$ cat config.mk
export PLATFORM = sky130hd
export DESIGN_NAME = tcpc_tx_arbiter
export DESIGN_NICKNAME = d
export VERILOG_FILES = /design/src/rtl/tcpc_pkg.sv /design/src/rtl/tcpc_tx_timer.sv /design/src/rtl/tcpc_tx_arbiter.sv
export SDC_FILE = /design/constraint.sdc
export NUM_CORES = 1
export LEC_CHECK = 0
export CORE_MARGIN = 2
export CORE_UTILIZATION = 64
export DETAILED_ROUTE_END_ITERATION = 12
export DONT_BUFFER_PORTS = 1
export PLACE_DENSITY = 0.86
export SYNTH_ARGS = -nofsm -noshare
export SYNTH_HDL_FRONTEND = slang
export SYNTH_HIERARCHICAL = 1
export SYNTH_SLANG_ARGS = --single-unit
$ cat constraint.sdc
create_clock -name clk -period 3.05 [get_ports clk]
set_input_delay 0.305 -clock clk [delete_from_list [all_inputs] [get_ports clk]]
set_output_delay 0.305 -clock clk [all_outputs]
set_load 0.05 [all_outputs]
$ cat src/rtl/tcpc_pkg.sv
// Shared TCPC transmit definitions: TRANSMIT type codes, arbiter state
// encodings and type classification helpers.
package tcpc_pkg;

  localparam logic [2:0] TX_SOP         = 3'd0;
  localparam logic [2:0] TX_SOP1        = 3'd1;
  localparam logic [2:0] TX_SOP2        = 3'd2;
  localparam logic [2:0] TX_HARD_RESET  = 3'd5;
  localparam logic [2:0] TX_CABLE_RESET = 3'd6;

  typedef enum logic [3:0] {
    ST_IDLE     = 4'b0001,
    ST_WAIT_BUS = 4'b0010,
    ST_REQUEST  = 4'b0100,
    ST_REPORT   = 4'b1000
  } tx_state_e;

  function automatic logic is_reset_type(input logic [2:0] t);
    return (t == TX_HARD_RESET) || (t == TX_CABLE_RESET);
  endfunction

  function automatic logic is_msg_type(input logic [2:0] t);
    return (t == TX_SOP) || (t == TX_SOP1) || (t == TX_SOP2);
  endfunction

endpackage

$ cat src/rtl/tcpc_tx_timer.sv
// Loadable saturating down-counter; expired_o is high while the count is 0.
module tcpc_tx_timer #(
  parameter int unsigned W = 32
) (
  input  logic         clk,
  input  logic         rst_ni,
  input  logic         load_i,
  input  logic [W-1:0] load_val_i,
  input  logic         dec_i,
  output logic         expired_o
);

  logic [W-1:0] count_q;

  always_ff @(posedge clk or negedge rst_ni) begin
    if (!rst_ni) begin
      count_q <= '0;
    end else if (load_i) begin
      count_q <= load_val_i;
    end else if (dec_i && (count_q != '0)) begin
      count_q <= count_q - 1'b1;
    end
  end

  assign expired_o = (count_q == '0);

endmodule

$ cat src/rtl/tcpc_tx_arbiter.sv
// Arbitrates the PHY transmit path between SOP* messages and Hard/Cable
// Resets; every accepted request ends in exactly one alert pulse.
module tcpc_tx_arbiter
  import tcpc_pkg::*;
#(
  parameter int unsigned TIMER_W = 32,
  parameter int unsigned RETRY_W = 2
) (
  input  logic               clk,
  input  logic               reset_L,
  input  logic               transmit_wr,
  input  logic [2:0]         transmit_type,
  input  logic [RETRY_W-1:0] transmit_retry,
  input  logic [TIMER_W-1:0] max_tx_timer,
  input  logic               phy_busy,
  input  logic               phy_ack,
  output logic               phy_tx_req,
  output logic [2:0]         phy_tx_type,
  output logic               alert_tx_success,
  output logic               alert_tx_failed,
  output logic               alert_tx_discarded,
  output logic               busy
);

  tx_state_e          state_q, state_d;
  logic [2:0]         type_q, type_d;
  logic [RETRY_W-1:0] retry_q, retry_d;
  logic               res_ok_q, res_ok_d;
  logic               req_q, req_d;
  logic [2:0]         txt_q, txt_d;
  logic               succ_q, succ_d;
  logic               fail_q, fail_d;
  logic               disc_q, disc_d;
  logic               busy_q, busy_d;

  logic tmr_load, tmr_dec, tmr_expired;
  logic wr_reset, wr_msg, preempt;

  tcpc_tx_timer #(.W(TIMER_W)) u_timer (
    .clk        (clk),
    .rst_ni     (reset_L),
    .load_i     (tmr_load),
    .load_val_i (max_tx_timer),
    .dec_i      (tmr_dec),
    .expired_o  (tmr_expired)
  );

  assign wr_reset = transmit_wr && is_reset_type(transmit_type);
  assign wr_msg   = transmit_wr && is_msg_type(transmit_type);
  assign preempt  = wr_reset && !is_reset_type(type_q) &&
                    ((state_q == ST_WAIT_BUS) || (state_q == ST_REQUEST));
  assign tmr_dec  = (state_q == ST_REQUEST);

  always_comb begin
    state_d  = state_q;
    type_d   = type_q;
    retry_d  = retry_q;
    res_ok_d = res_ok_q;
    succ_d   = 1'b0;
    fail_d   = 1'b0;
    disc_d   = 1'b0;
    tmr_load = 1'b0;

    case (state_q)
      ST_IDLE: begin
        if (wr_reset) begin
          type_d   = transmit_type;
          tmr_load = 1'b1;
          state_d  = ST_REQUEST;
        end else if (wr_msg) begin
          type_d  = transmit_type;
          retry_d = transmit_retry;
          state_d = ST_WAIT_BUS;
        end else if (transmit_wr) begin
          disc_d = 1'b1;
        end
      end

      ST_WAIT_BUS, ST_REQUEST: begin
        disc_d = transmit_wr;
        if (preempt) begin
          type_d   = transmit_type;
          tmr_load = 1'b1;
          state_d  = ST_REQUEST;
        end else if (state_q == ST_WAIT_BUS) begin
          if (!phy_busy) begin
            tmr_load = 1'b1;
            state_d  = ST_REQUEST;
          end
        end else if (phy_ack) begin
          res_ok_d = 1'b1;
          state_d  = ST_REPORT;
        end else if (tmr_expired) begin
          if (is_msg_type(type_q) && (retry_q != '0)) begin
            retry_d = retry_q - 1'b1;
            state_d = ST_WAIT_BUS;
          end else begin
            res_ok_d = 1'b0;
            state_d  = ST_REPORT;
          end
        end
      end

      // First REPORT cycle raises the alert; the alert cycle itself still
      // counts as busy, so IDLE is reached one cycle after the pulse.
      ST_REPORT: begin
        disc_d = transmit_wr;
        if (!succ_q && !fail_q) begin
          succ_d = res_ok_q;
          fail_d = !res_ok_q;
        end else begin
          state_d = ST_IDLE;
        end
      end

      default: state_d = ST_IDLE;
    endcase

    req_d  = (state_d == ST_REQUEST);
    txt_d  = req_d ? type_d : '0;
    busy_d = (state_d != ST_IDLE);
  end

  always_ff @(posedge clk or negedge reset_L) begin
    if (!reset_L) begin
      state_q  <= ST_IDLE;
      type_q   <= '0;
      retry_q  <= '0;
      res_ok_q <= 1'b0;
      req_q    <= 1'b0;
      txt_q    <= '0;
      succ_q   <= 1'b0;
      fail_q   <= 1'b0;
      disc_q   <= 1'b0;
      busy_q   <= 1'b0;
    end else begin
      state_q  <= state_d;
      type_q   <= type_d;
      retry_q  <= retry_d;
      res_ok_q <= res_ok_d;
      req_q    <= req_d;
      txt_q    <= txt_d;
      succ_q   <= succ_d;
      fail_q   <= fail_d;
      disc_q   <= disc_d;
      busy_q   <= busy_d;
    end
  end

  assign phy_tx_req         = req_q;
  assign phy_tx_type        = txt_q;
  assign alert_tx_success   = succ_q;
  assign alert_tx_failed    = fail_q;
  assign alert_tx_discarded = disc_q;
  assign busy               = busy_q;

endmodule
* Yosys cells after proc, flatten, opt, wreduce, memory -nomap -nowiden *
Index checks and enable logic that the tools add are counted.

cells by class
  add/sub/neg operators = 2
  eq/ne operators = 22
  multiplexer cells = 41
  bitwise operators = 2
  reduce and logical (&&, ||, !) cells = 30

operator list
  kind                                                  count
  two-way mux 32 bit                                    2
  two-way mux 4 bit                                     9
  zero test 32 bit                                      1
  nonzero test 32 bit                                   1
  subtractor 32 x 1 -> 32 bit (second input constant)   1
  != test 2 bit (second input constant)                 8
  two-way mux 1 bit                                     14
  two-way mux 2 bit                                     7
  equality test 3 bit (second input constant)           4
  two-way mux 3 bit                                     4
  one-hot mux 4 bit (3 select lines)                    1
  equality test 4 x 3 -> 1 bit (second input constant)  2
  AND reduction 8 bit                                   1
  nonzero test 2 bit                                    4
  logical AND 1 bit                                     7
  logical OR 1 bit                                      7
  equality test 3 x 1 -> 1 bit (second input constant)  2
  equality test 3 x 2 -> 1 bit (second input constant)  2
  zero test 3 bit                                       2
  one-hot mux 3 bit (2 select lines)                    1
  AND reduction 5 bit                                   1
  equality test 4 x 1 -> 1 bit (second input constant)  1
  equality test 4 x 2 -> 1 bit (second input constant)  1
  equality test 4 bit (second input constant)           1
  other kinds (8)                                       13

word-level totals
  bits in registers = 50
  word-level logic and storage cells = 108

* Longest topological paths before layout *
Gate-level depths: netlist (run 1).

  depth after elaboration = 12
  gate-level depth with buffers = 11

* Modules after synthesis *
Netlist (run 1), hierarchy kept.

by module, submodules not included
  module           times used  cells each  area each (sq um)  seq. area each (sq um)
  tcpc_tx_timer    1           236         2,094.5            800.8
  tcpc_tx_arbiter  1           100         1,024.7            451.7

* Worst setup path after synthesis (run 1) *
No wires, ideal clock.

  path kind = reg2reg
  start = register state_q[3]
  end = register u_timer.count_q[30]
  setup time = 82 ps
  arrival = 2,419 ps
  slack = 549 ps
  cell stages (with the launch flop) = 9
  clock period less this slack = 2,501 ps
  cell sequence = dfrtp_1 > or2_0 > or2_0 > buf_6 > nor2_1 > clkbuf_1 > nand2_1 > or4_1 > a31oi_1

on the way
  cells in the longest elaborated chain, start to end = 6
  elaborated cells on any way between the ends = 12
  those cells by class = eq/ne (3); mux (4); reduce/logical (5)

ends and longest elaborated chain
  item                                                      line                    text
  from (decl)                                               tcpc_tx_arbiter.sv:25   tx_state_e state_q, state_d;
  from (signal assigned)                                    tcpc_tx_arbiter.sv:137  state_q <= state_d;
  equality test 4 x 3 -> 1 bit *                            tcpc_tx_arbiter.sv:52   assign tmr_dec = (state_q == ST_REQUEST);
  named net tmr_dec                                         tcpc_tx_arbiter.sv:36   logic tmr_load, tmr_dec, tmr_expired;
  logical OR 1 bit                                          tcpc_tx_arbiter.sv:51   ((state_q == ST_WAIT_BUS) || (state_q == ST_REQUEST));
  logical AND 1 bit                                         tcpc_tx_arbiter.sv:50   assign preempt = wr_reset && !is_reset_type(type_q) &&
  two-way mux 1 bit                                         tcpc_tx_arbiter.sv:81   if (preempt) begin
  one-hot mux 1 bit (2 select lines)                        tcpc_tx_arbiter.sv:64   case (state_q)
  two-way mux 32 bit or nonzero test 2 bit (tied branches)  n/a
  to (signal assigned)                                      tcpc_tx_timer.sv:19     count_q <= load_val_i;
  to (signal assigned)                                      tcpc_tx_timer.sv:21     count_q <= count_q - 1'b1;
  to (decl)                                                 tcpc_tx_timer.sv:13     logic [W-1:0] count_q;

The timed path passes the listed nets; every way through them passes the cells marked *.
A chain may end at the register's enable or synchronous reset.

* Final worst setup path (run 1) *
  start = register state_q[2]
  end = register u_timer.count_q[6]

on the way
  cells in the longest elaborated chain, start to end = 6
  elaborated cells on any way between the ends = 12
  those cells by class = eq/ne (3); mux (4); reduce/logical (5)

ends and longest elaborated chain
  item                                                                          line
  equality test 4 x 2 -> 1 bit or equality test 4 x 3 -> 1 bit (tied branches)  tcpc_tx_arbiter.sv:51, tcpc_tx_arbiter.sv:64, tcpc_tx_arbiter.sv:85
  logical OR 1 bit                                                              tcpc_tx_arbiter.sv:51
  logical AND 1 bit                                                             tcpc_tx_arbiter.sv:50
  two-way mux 1 bit                                                             tcpc_tx_arbiter.sv:81
  one-hot mux 1 bit (2 select lines) *                                          tcpc_tx_arbiter.sv:64
  named net tmr_load                                                            tcpc_tx_arbiter.sv:36
  two-way mux 32 bit or nonzero test 2 bit (tied branches)                      n/a

Marked as above.

==> results.md, run 1 <==
- CTS Buf Count: 5
- GP Congestion: 0.907
- Worst hold-check path type: input pin to register
- Net load switching power: approximately 1000 uW
- DRC: 0
- Cell leakage power: roughly 0.0012 uW
- Clock network power share: 15.5%
- Share of the synthesized area in the top cell type: ~40%
- IO Pins: 50
- Commonest cells after routing, fill and taps aside: dfrtp_1 (49), nor2_1 (30), nand2_1 (27)
- Area taken by multi-input logic gates: between 1500 and 2000 sq um
- Clock tree root buffer cell: clkbuf_8
- Pwr Density: ~770 nW/um^2
- Clk pin slew, worst setup/hold paths: 0.09 ns
- Commonest non-fill, non-tap cell in the layout: dfrtp_1
- Half-perimeter wire length after placement: about 5300 um
- Number of enable flip-flop cells after synthesis: 0
- Final setup viols: 0
- Via count of the first global-routing pass: 2539
- Max-cap viol count: 0
- Wire length of the first global-routing pass: between 10000 and 15000 um
- Tcrit/Tclk final: 86.6%
- Hold Vio Cnt, Final: 0
- Worst-Margin Slew: between 0.5 and 0.6 ns
- Buffers inserted during post-CTS setup optimization: 0
- Synth Register Bits: 50
- Cell variety after synth: 65
- Unrepaired setup endpoints after global routing: false
- Count of synthesis-stage warnings from yosys: 6
- Detailed-route wire length per cell: between 15 and 20 um
- Floorplan row count: 25
- Post-synthesis instance area: a little over 3000 sq um
- Clock Sinks: 50
- Required time reported for the critical path endpoint: between 3 and 4 ns
- Area growth from synthesis to layout: 6.38%
- # H-tree levels: 2
- Crit. Startpoint: state_q[2]
- Maximum number of pins on one net before global-route repair: 51
- TritonCTS clock tree: done
- Initial core utilization: about two thirds
- Overall track demand over capacity in global routing: 29.0%
- Net total in the final layout: approximately 380
- Die X: roughly 74 um
- Cells after Synth: about 340
- Endpoint kind of the worst setup timing path: register
- Leftover overflow at the end of global routing: 0
- Area of all sequential standard cells: 1250 sq um
- Detailed Routing Iterations Pass 1: 5
- Total Wirelength: between 7000 and 8000 um
- Mean area per synthesized cell: about 9.3 sq um
- Max_slew headroom: about three fifths
- Combinational Power Share: 33.2%
- Tmin final: around 2.6 ns
- Outcome: finished clean
- Die area: 5450 sq um
- Filler instances: 372
- Largest voltage drop on the vdd net: around 380 uV
- Worst flop-to-flop path startpoint: state_q[2]
- CP max FO: 38
- Instance area after placement: 3190 sq um
- Number of DRC markers in iteration 0: ~350
- Routed vias/inst: between 6 and 7
- Min setup slack post-route: between 0.4 and 0.5 ns
- Clock latency reported for the late side of the worst-skew pair: between 0.3 and 0.4 ns
- Proportion of layout cells with a drive suffix above 1: about 13%
- Layout Cell Area excl Fill: 3320 sq um
- Portion of the post-synthesis area used by sequential elements: approximately two fifths
- Final count of pins violating max slew: 0
- Post-synthesis cell type with the largest combined area: dfrtp_1
- Final-layout setup total negative slack: 0 ns
- Number of port buffers: 0
- Detailed-route via count: 2772
- Worst reg-to-reg setup slack: between 0.4 and 0.5 ns
- Final ANT Viol Nets: 0
- Vertical die dimension: between 70 and 80 um
- Number of resized instances in the post-cts repair step: 0
- Number of antenna cells inserted: 0
- Start-to-end type of the worst setup path: register to register
- Internal Pwr Total: around 1500 uW
- CTS max path bufs: 2
- Register share of total power: about half
- Source of the worst hold timing path: transmit_wr
- Count of hold-fix buffers inserted at cts: 2
- Max Clk Rate: between 300 and 400 MHz
- Worst clock skew: 0.00421 ns
- CORE AREA: approximately 4700 sq um
- Post-synth net total: 380
- Top cells by area in the synthesized netlist: dfrtp_1 (39%), a31oi_1 (4.0%), nor2_1 (3.6%)
- Worst endpoint data arrival time: 2.85 ns
- Worst Setup Start Kind: register
- Fraction of registers with async set or reset after synthesis: 100%
- Most used flip-flop cell after synthesis: dfrtp_1
- Number of antenna violations at the first check in global routing: 0
- Switching power share of the total: between 40 and 50%
- Pre-CTS setup slack: between 0.5 and 0.6 ns
==> flip-flops by register name (all words and copies together) (netlist names), 2 cells and up <==
register	cells
state_q	4
phy_tx_type	3
type_q	3
u_timer/count_q	32
retry_q	2
==> critical path, cell delays in order (launching register included) <==
cell	delay, ns
dfrtp_1	0.47
xnor2_1	0.45
a211oi_1	0.12
o21ai_0	0.31
o21ai_2	0.26
inv_2	0.20
buf_4	0.37
o21ai_0	0.18
o22a_1	0.18
==> path summary, 6_finish.rpt <==
| path | cells past startpoint | endpoint |
|---|---|---|
| max | 8 | u_timer/count_q[6] |
| min | 1 | alert_tx_discarded |
| max reg2reg | 8 | u_timer/count_q[6] |
| min reg2reg | 1 | alert_tx_failed |
| max in group asynchronous | 2 | state_q[0] |
| min in group asynchronous | 2 | u_timer/count_q[12] |
==> synthesized netlist by cell type (8+ instances only) <==
master / instances
dfrtp_1: 49
nor2_1: 30
nand2_1: 27
a31oi_1: 20
nand3_1: 15
or3_1: 15
o21ai_0: 14
or4_1: 14
clkbuf_1: 10
o31ai_1: 9
inv_1: 8
nor3_1: 8
o211ai_1: 8
==> power by group through the flow <==
| stage | clock network (uW) | logic [uW] | registers [uW] |
|---|---|---|---|
| after floorplan | 0 | 675 | 1230 |
| after global placement | 0 | 772 | 1300 |
| after detailed placement | 0 | 813 | 1320 |
| after CTS | 406 | 840 | 1300 |
| after global routing | 429 | 953 | 1360 |
| final | 398 | 849 | 1310 |
==> routing by layer <==
metal | GRT usage, % | share of wire [%] | vias up
met2 | 44.6 | 47 | 130
li1 | - | - | 1299
met5 | 0 | 0 | -
met3 | 6.17 | 7.6 | 9
met4 | 8.08 | 1.3 | 0
met1 | 41.4 | 44 | 1334
==> layout make-up <==
type,count,area share (%)
flip-flops and latches,50,37.7
clock inverters,1,0.151
repair buffers,12,3.39
well taps,67,2.53
multi-input cells,262,52.6
clock buffers,7,2.60
inverters,9,1.02
==> logic make-up (layout without fill, tap and decap cells) <==
logic type	count (synthesis)	in the layout	share of synthesized area, %
AND/OR/NAND/NOR	165	165	32.1
AO/OA/AOI/OAI	82	82	18.9
flip-flops	50	50	40.2
buffers and inverters	24	29	4.05
XOR/XNOR	9	9	2.53
multiplexers	4	4	1.44
adder cells (fa/ha/maj)	2	2	0.802
==> through the flow <==
step	hold slack, ns	instances	total power, uW	util [%]
after floorplan	0.00941	336	1910	-
after global routing	0.108	408	2740	70.3
after CTS	0.0987	408	2550	70.3
after detailed placement	0.0109	398	2130	67.5
final	0.107	408	2560	70.3
after global placement	0.0106	398	2070	67.5
(Power assumes the default switching activity.)
==> inputs of run 2 (changes only) <==
Settings changed: CORE_UTILIZATION 64 to 65, PLACE_DENSITY 0.86 to 0.87.
Clock period 3.05 ns to 3.1 ns, I/O delays scaled along.
==> run 2 against run 1 <==
Worst setup slack hardly changed. Non-clock buffer count unchanged. Hold slack gained 0.0052 ns. Clock skew increased by 0.0068 ns. Largest power group unchanged. Sequential power about the same. Via count grew 0.36%. Wire length decreased by 2.9%. Critical path depth decreased by 1. Clock-buffer cell count fell by 2. Design area shrank 0.72%.
==> results.md, run 2 (synthesis results as in run 1) <==
- Biggest registers after layout: u_timer/count_q x32, state_q x4
- Half-perimeter wire length after placement: 5100 um (-3.6%)
- Clock Sinks: 50 (unchanged)
- Number of port buffers: 0 (unchanged)
- Detailed-route wire length per cell: 18.3 um (+0.51%)
- Outcome: finished clean
- Number of antenna violations at the first check in global routing: 0 (unchanged)
- Max-cap viol count: 0 (unchanged)
- # H-tree levels: 2 (unchanged)
- IO Pins: 50 (unchanged)
- Worst reg-to-reg setup slack: 0.41 ns (about the same)
- R2r endpoint: retry_q[0]
- Buffers inserted during post-CTS setup optimization: 0 (unchanged)
- Max Clk Rate: 371 MHz (-1.8%)
- TritonCTS clock tree: done
- Min setup slack post-route: 0.408 ns (+0.000460 ns)
- Worst-Margin Slew: 0.550 ns (-0.0279 ns)
- Register share of total power: 51.8% (+0.5 points)
- CP max-delay cell: or4_4
- Detailed-route via count: 2782 (+0.36%)
- Initial core utilization: 66.9% (+0.89 points)
- Internal Pwr Total: 1460 uW (-3.3%)
- Switching power share of the total: 41.4% (+0.41 points)
- Number of resized instances in the post-cts repair step: 0 (unchanged)
- Final-layout setup total negative slack: 0 ns (unchanged)
- CP max FO: 12 (-68%)
- Via count of the first global-routing pass: 2477 (-2.4%)
- Worst endpoint data arrival time: 2.89 ns (+0.04 ns)
- Clk pin slew, worst setup/hold paths: 0.09 ns (about the same)
- Tcrit/Tclk final: 86.8% (+0.20 points)
- Combinational Power Share: 33.4% (+0.2 points)
- Tmin final: 2.69 ns (+0.0495 ns)
- Net total in the final layout: 384 (unchanged)
- Crit. Startpoint: u_timer/count_q[28]
- Overall track demand over capacity in global routing: 27.9% (-1.1 points)
- Floorplan row count: 25 (unchanged)
- Cells on worst reg2reg path: 7 (-1)
- Net load switching power: 1030 uW (-1.6%)
- Largest voltage drop on the vdd net: 468 uV (+23%)
- Final count of pins violating max slew: 0 (unchanged)
- Endpoint kind of the worst setup timing path: register
- Number of DRC markers in iteration 0: 201 (-42%)
- Leftover overflow at the end of global routing: 0 (unchanged)
- CTS Buf Count: 5 (unchanged)
- Worst Setup Start Kind: register
- Maximum number of pins on one net before global-route repair: 51 (unchanged)
- Max FFs per register: 32 (unchanged)
- Non-filler instance count after layout: 394 (-3.4%)
- Critical path's top delay family: simple AND/OR/NAND/NOR gates
- Hold Vio Cnt, Final: 0 (unchanged)
- Unrepaired setup endpoints after global routing: false
- Die X: 73.3 um (-0.72%)
- Worst-case hold slack: 0.113 ns (+0.00525 ns)
- Clock network power share: 14.8% (-0.7 points)
- Longest individual stage delay on the worst path: 0.58 ns (+0.11 ns)
- Pwr Density: 756 nW/um^2 (-1.9%)
- CORE AREA: 4660 sq um (-1.3%)
- Clock tree root buffer cell: clkbuf_8
- Commonest cells after routing, fill and taps aside: dfrtp_1 (49), nor2_1 (30), nand2_1 (27)
- Number of antenna cells inserted: 0 (unchanged)
- Worst hold-check path type: input pin to register
- Number of cells in the design after placement: 385 (-3.3%)
- Max_slew headroom: 63.0% (+1.6 points)
- Final setup viols: 0 (unchanged)
- Routed vias/inst: 7.06 (+3.9%)
- CTS max path bufs: 2 (unchanged)
- Worst clock skew: 0.0110 ns (+0.00683 ns)
- Count of buffer and inverter cells on the critical path: 0 (-2)
- GP Congestion: 0.966 (+6.5%)
- Share of the core filled with cells in the final layout: 70.7% (+0.43 points)
- Detailed Routing Iterations Pass 1: 5 (unchanged)
- DRC: 0 (unchanged)
- Required time reported for the critical path endpoint: 3.30 ns (+0.05 ns)
- Start-to-end type of the worst setup path: register to register
- Pre-CTS setup slack: 0.451 ns (-0.0870 ns)
- Area growth from synthesis to layout: 5.62%
- Final ANT Viol Nets: 0 (unchanged)
- Crit path capture: retry_q[0]
- Stages on the worst setup path: 7 (-1)
- Vertical die dimension: 73.3 um (-0.72%)
- Commonest non-fill, non-tap cell in the layout: dfrtp_1
- Clock latency reported for the late side of the worst-skew pair: 0.30 ns (about the same)
- Register with the highest flop count: u_timer/count_q
- Total Wirelength: 7210 um (-2.9%)
- Cell leakage power: 0.00123 uW (-1.1%)
- Worst flop-to-flop path startpoint: u_timer/count_q[28]
- Cell breakdown of the critical path: or4_4, nor4_4, and3_1, nand2b_1, nor4_1, o221ai_1, a221o_1
- Proportion of layout cells with a drive suffix above 1: 12.6% (+0.037 points)
- Die area: 5370 sq um (-1.4%)
- Wire length of the first global-routing pass: 11700 um (-3.7%)
[run 2: worst register-to-register path: stages (launching register included)]
cell and delay, ns:
dfrtp_1 0.42, or4_4 0.58, nor4_4 0.28, and3_1 0.45, nand2b_1 0.17, nor4_1 0.19
o221ai_1 0.19, a221o_1 0.31
[run 2: stage by stage]
step                      total power [uW]  instance area, sq um
after global placement                2040                  3170
after floorplan                       1880                  3120
after global routing                  2660                  3290
after detailed placement              2090                  3170
after CTS                             2480                  3290
final                                 2490                  3290
[run 2: area by class of cell]
| cell class | instances | area, sq um |
|---|---|---|
| Tap cell | 54 | 67.6 |
| Clock buffer | 5 | 68.8 |
| Sequential cell | 50 | 1250 |
| Multi-Input combinational cell | 262 | 1740 |
| Timing Repair Buffer | 12 | 113 |
| Inverter | 9 | 33.8 |
| Clock inverter | 2 | 15.0 |
| Fill cell | 333 | 1370 |
[run 2: power groups by stage]
stage	logic [uW]	registers [uW]	clock network, uW
after floorplan	665	1210	0
after global placement	765	1270	0
after detailed placement	801	1290	0
after CTS	827	1280	374
after global routing	936	1330	395
final	833	1290	368
[run 2: layer usage]
metal | track usage (%) | up-vias | part of all wire, %
met2 | 41.6 | 116 | 45
met1 | 40.8 | 1353 | 46
li1 | - | 1296 | -
met3 | 4.94 | 17 | 6.7
met4 | 9.88 | 0 | 2.1
met5 | 0 | - | 0
[run 2: worst min-delay path by stage]
stage                      from             endpoint  slack [ns]  depth (start not counted)
finish              transmit_wr   alert_tx_discarded        0.11                          1
global placement        reset_L  u_timer/count_q[29]        0.02                          0
floorplan               reset_L   alert_tx_discarded        0.01                          0
global route        transmit_wr   alert_tx_discarded         0.1                          1
CTS                 transmit_wr   alert_tx_discarded        0.11                          1
detailed placement      reset_L  u_timer/count_q[15]        0.02                          0
[run 2: timing repair]
item | 4_1_cts | 5_1_grt
endpoints found under the setup margin | 0 | 0
hold buffers | 2 | 0
hold endpoints to repair | 50 | 0
==> inputs of run 3 (changes only) <==
Settings changed: CTS_BUF_LIST from default to sky130_fd_sc_hd__clkbuf_4, REMOVE_ABC_BUFFERS from default to 1.
==> run 3 against run 2 <==
Non-clock buffer count is the same. Highest routed layer unchanged. First-iteration DRC count rose by 65%. Clock-buffer cell count grew 1. Combinational power hardly changed. Sequential cell count did not move.
==> results.md, run 3 (synthesis results as in run 1) <==
- Share of the core filled with cells in the final layout: 70.0% (-0.64 points)
- Power Total: 2420 uW (-3.0%)
- Via count of the first global-routing pass: 2485 (+0.32%)
- Number of antenna cells inserted: 0 (unchanged)
- Leftover overflow at the end of global routing: 0 (unchanged)
- Largest voltage drop on the vdd net: 421 uV (-10%)
- CORE AREA: 4660 sq um (unchanged)
- Routed vias/inst: 6.99 (-1.0%)
- Detailed-route wire length per cell: 18.5 um (+0.92%)
- CTS Buf Count: 5 (unchanged)
- Unrepaired setup endpoints after global routing: false
- # H-tree levels: 2 (unchanged)
- CP max-delay cell: or4_4
- Final setup viols: 0 (unchanged)
- Filler instances: 364 (+9.3%)
- Wire length of the first global-routing pass: 12300 um (+4.9%)
- Proportion of layout cells with a drive suffix above 1: 12.6% (-0.037 points)
- Worst hold-check path type: input pin to register
- Crit path capture: retry_q[0]
- Commonest cells after routing, fill and taps aside: dfrtp_1 (49), nor2_1 (30), nand2_1 (27)
- Worst-Margin Slew: 0.540 ns (-0.0107 ns)
- Hold Vio Cnt, Final: 0 (unchanged)
- Worst flop-to-flop path startpoint: u_timer/count_q[28]
- Internal Pwr Total: 1400 uW (-4.2%)
- Clock Sinks: 50 (unchanged)
- Total Wirelength: 7300 um (+1.2%)
- Max Clk Rate: 376 MHz (+1.3%)
- Max_slew headroom: 64.0% (+0.97 points)
- Tmin final: 2.66 ns (-0.0352 ns)
- Clock latency reported for the late side of the worst-skew pair: 0.36 ns (+0.06 ns)
- Cells on worst reg2reg path: 7 (unchanged)
- Area taken by multi-input logic gates: 1740 sq um (unchanged)
- Longest individual stage delay on the worst path: 0.59 ns (about the same)
- Detailed-route via count: 2760 (-0.79%)
- Worst clock skew: 0.00604 ns (-0.00500 ns)
- Max-cap viol count: 0 (unchanged)
- Net total in the final layout: 384 (unchanged)
- Half-perimeter wire length after placement: 5150 um (+0.98%)
- CTS max path bufs: 2 (unchanged)
- Final count of pins violating max slew: 0 (unchanged)
- Pwr Density: 741 nW/um^2 (-2.1%)
- Worst Setup Start Kind: register
- Worst reg-to-reg setup slack: 0.44 ns (+0.04 ns)
- Max FFs per register: 32 (unchanged)
- Cell leakage power: 0.00123 uW (-0.26%)
- DRC: 0 (unchanged)
- Floorplan row count: 25 (unchanged)
- Combinational Power Share: 34.5% (+1.1 points)
- Commonest non-fill, non-tap cell in the layout: dfrtp_1
- R2r endpoint: retry_q[0]
- Net load switching power: 1020 uW (-1.3%)
- TritonCTS clock tree: done
- Maximum number of pins on one net before global-route repair: 51 (unchanged)
- Outcome: finished clean
- Crit. Startpoint: u_timer/count_q[28]
- Cell breakdown of the critical path: or4_4, nor4_4, and3_1, nand2b_1, nor4_1, o221ai_1, a221o_1
- Register share of total power: 53.5% (+1.7 points)
- Number of port buffers: 0 (unchanged)
- Clk pin slew, worst setup/hold paths: 0.13 ns (+0.04 ns)
- Start-to-end type of the worst setup path: register to register
- Number of antenna violations at the first check in global routing: 0 (unchanged)
- GP Congestion: 0.977 (+1.1%)
- Final ANT Viol Nets: 0 (unchanged)
- CP max FO: 6 (-6)
- Tcrit/Tclk final: 85.7% (-1.1 points)
- Required time reported for the critical path endpoint: 3.36 ns (+0.06 ns)
- Initial core utilization: 66.9% (unchanged)
- Clock network power share: 12.0% (-2.8 points)
- Biggest registers after layout: u_timer/count_q x32, state_q x4
- Overall track demand over capacity in global routing: 29.1% (+1.2 points)
- Die area: 5370 sq um (unchanged)
- Register with the highest flop count: u_timer/count_q
- Worst endpoint data arrival time: 2.92 ns (+0.03 ns)
- Non-filler instance count after layout: 395 (+0.25%)
- Number of DRC markers in iteration 0: 331 (+65%)
- Number of cells in the design after placement: 385 (unchanged)
- IO Pins: 50 (unchanged)
- Endpoint kind of the worst setup timing path: register
- Clock tree root buffer cell: clkbuf_4
- Switching power share of the total: 42.1% (+0.72 points)
- Die X: 73.3 um (unchanged)
- Detailed Routing Iterations Pass 1: 5 (unchanged)
- Vertical die dimension: 73.3 um (unchanged)
- Area of all sequential standard cells: 1250 sq um (unchanged)
- Area growth from synthesis to layout: 4.65%
==> run 3: final cells by class <==
class / count / area share [%]
clock buffers: 6 / 1.38
well taps: 54 / 2.07
multi-input cells: 262 / 53.4
clock inverters: 2 / 0.268
inverters: 9 / 1.03
repair buffers: 12 / 3.45
flip-flops and latches: 50 / 38.4
==> run 3: metal layers <==
metal  up-vias  track usage, %  share of wire [%]
met2       137            42.9                 45
met3        13            4.53                7.1
met4         0            8.02                1.7
li1       1295               -                  -
met5         -               0                  0
met1      1315            44.4                 46
==> run 3: power by group through the flow <==
stage	Combinational, uW	Clock, uW	Sequential [uW]
after floorplan	640	0	1210
after global placement	775	0	1280
after detailed placement	800	0	1290
after CTS	825	299	1280
after global routing	932	319	1340
final	835	290	1290
==> run 3: repair_timing <==
action	4_1_cts	5_1_grt
endpoints found under the hold margin	50	0
resized for setup	0	0
hold buffers	2	0
setup buffers	0	0
==> run 3: worst min-delay path by stage <==
stage,startpoint,end,cells after the start
2_1_floorplan,reset_L,alert_tx_discarded,0
3_3_place_gp,reset_L,u_timer/count_q[15],0
3_5_place_dp,reset_L,u_timer/count_q[29],0
4_1_cts,max_tx_timer[9],u_timer/count_q[9],2
5_1_grt,transmit_wr,alert_tx_discarded,1
6_report,max_tx_timer[22],u_timer/count_q[22],2
==> run 3: worst max-delay path, delay by kind of cell, from the launching register on <==
kind	cells	cell delay, ns
AND/OR/NAND/NOR	5	1.61
AO/OA/AOI/OAI	2	0.50
flip-flops	1	0.44
==> run 3: stage by stage <==
step	setup slack [ns]	instance area, sq um	TNS, ns	hold slack (ns)
floorplan	-0.486	3030	-9.24	0.0144
global placement	0.537	3170	0	0.0160
detailed placement	0.474	3170	0	0.0161
CTS	0.455	3260	0	0.0513
global route	0.261	3260	0	0.0470
finish	0.443	3260	0	0.0550
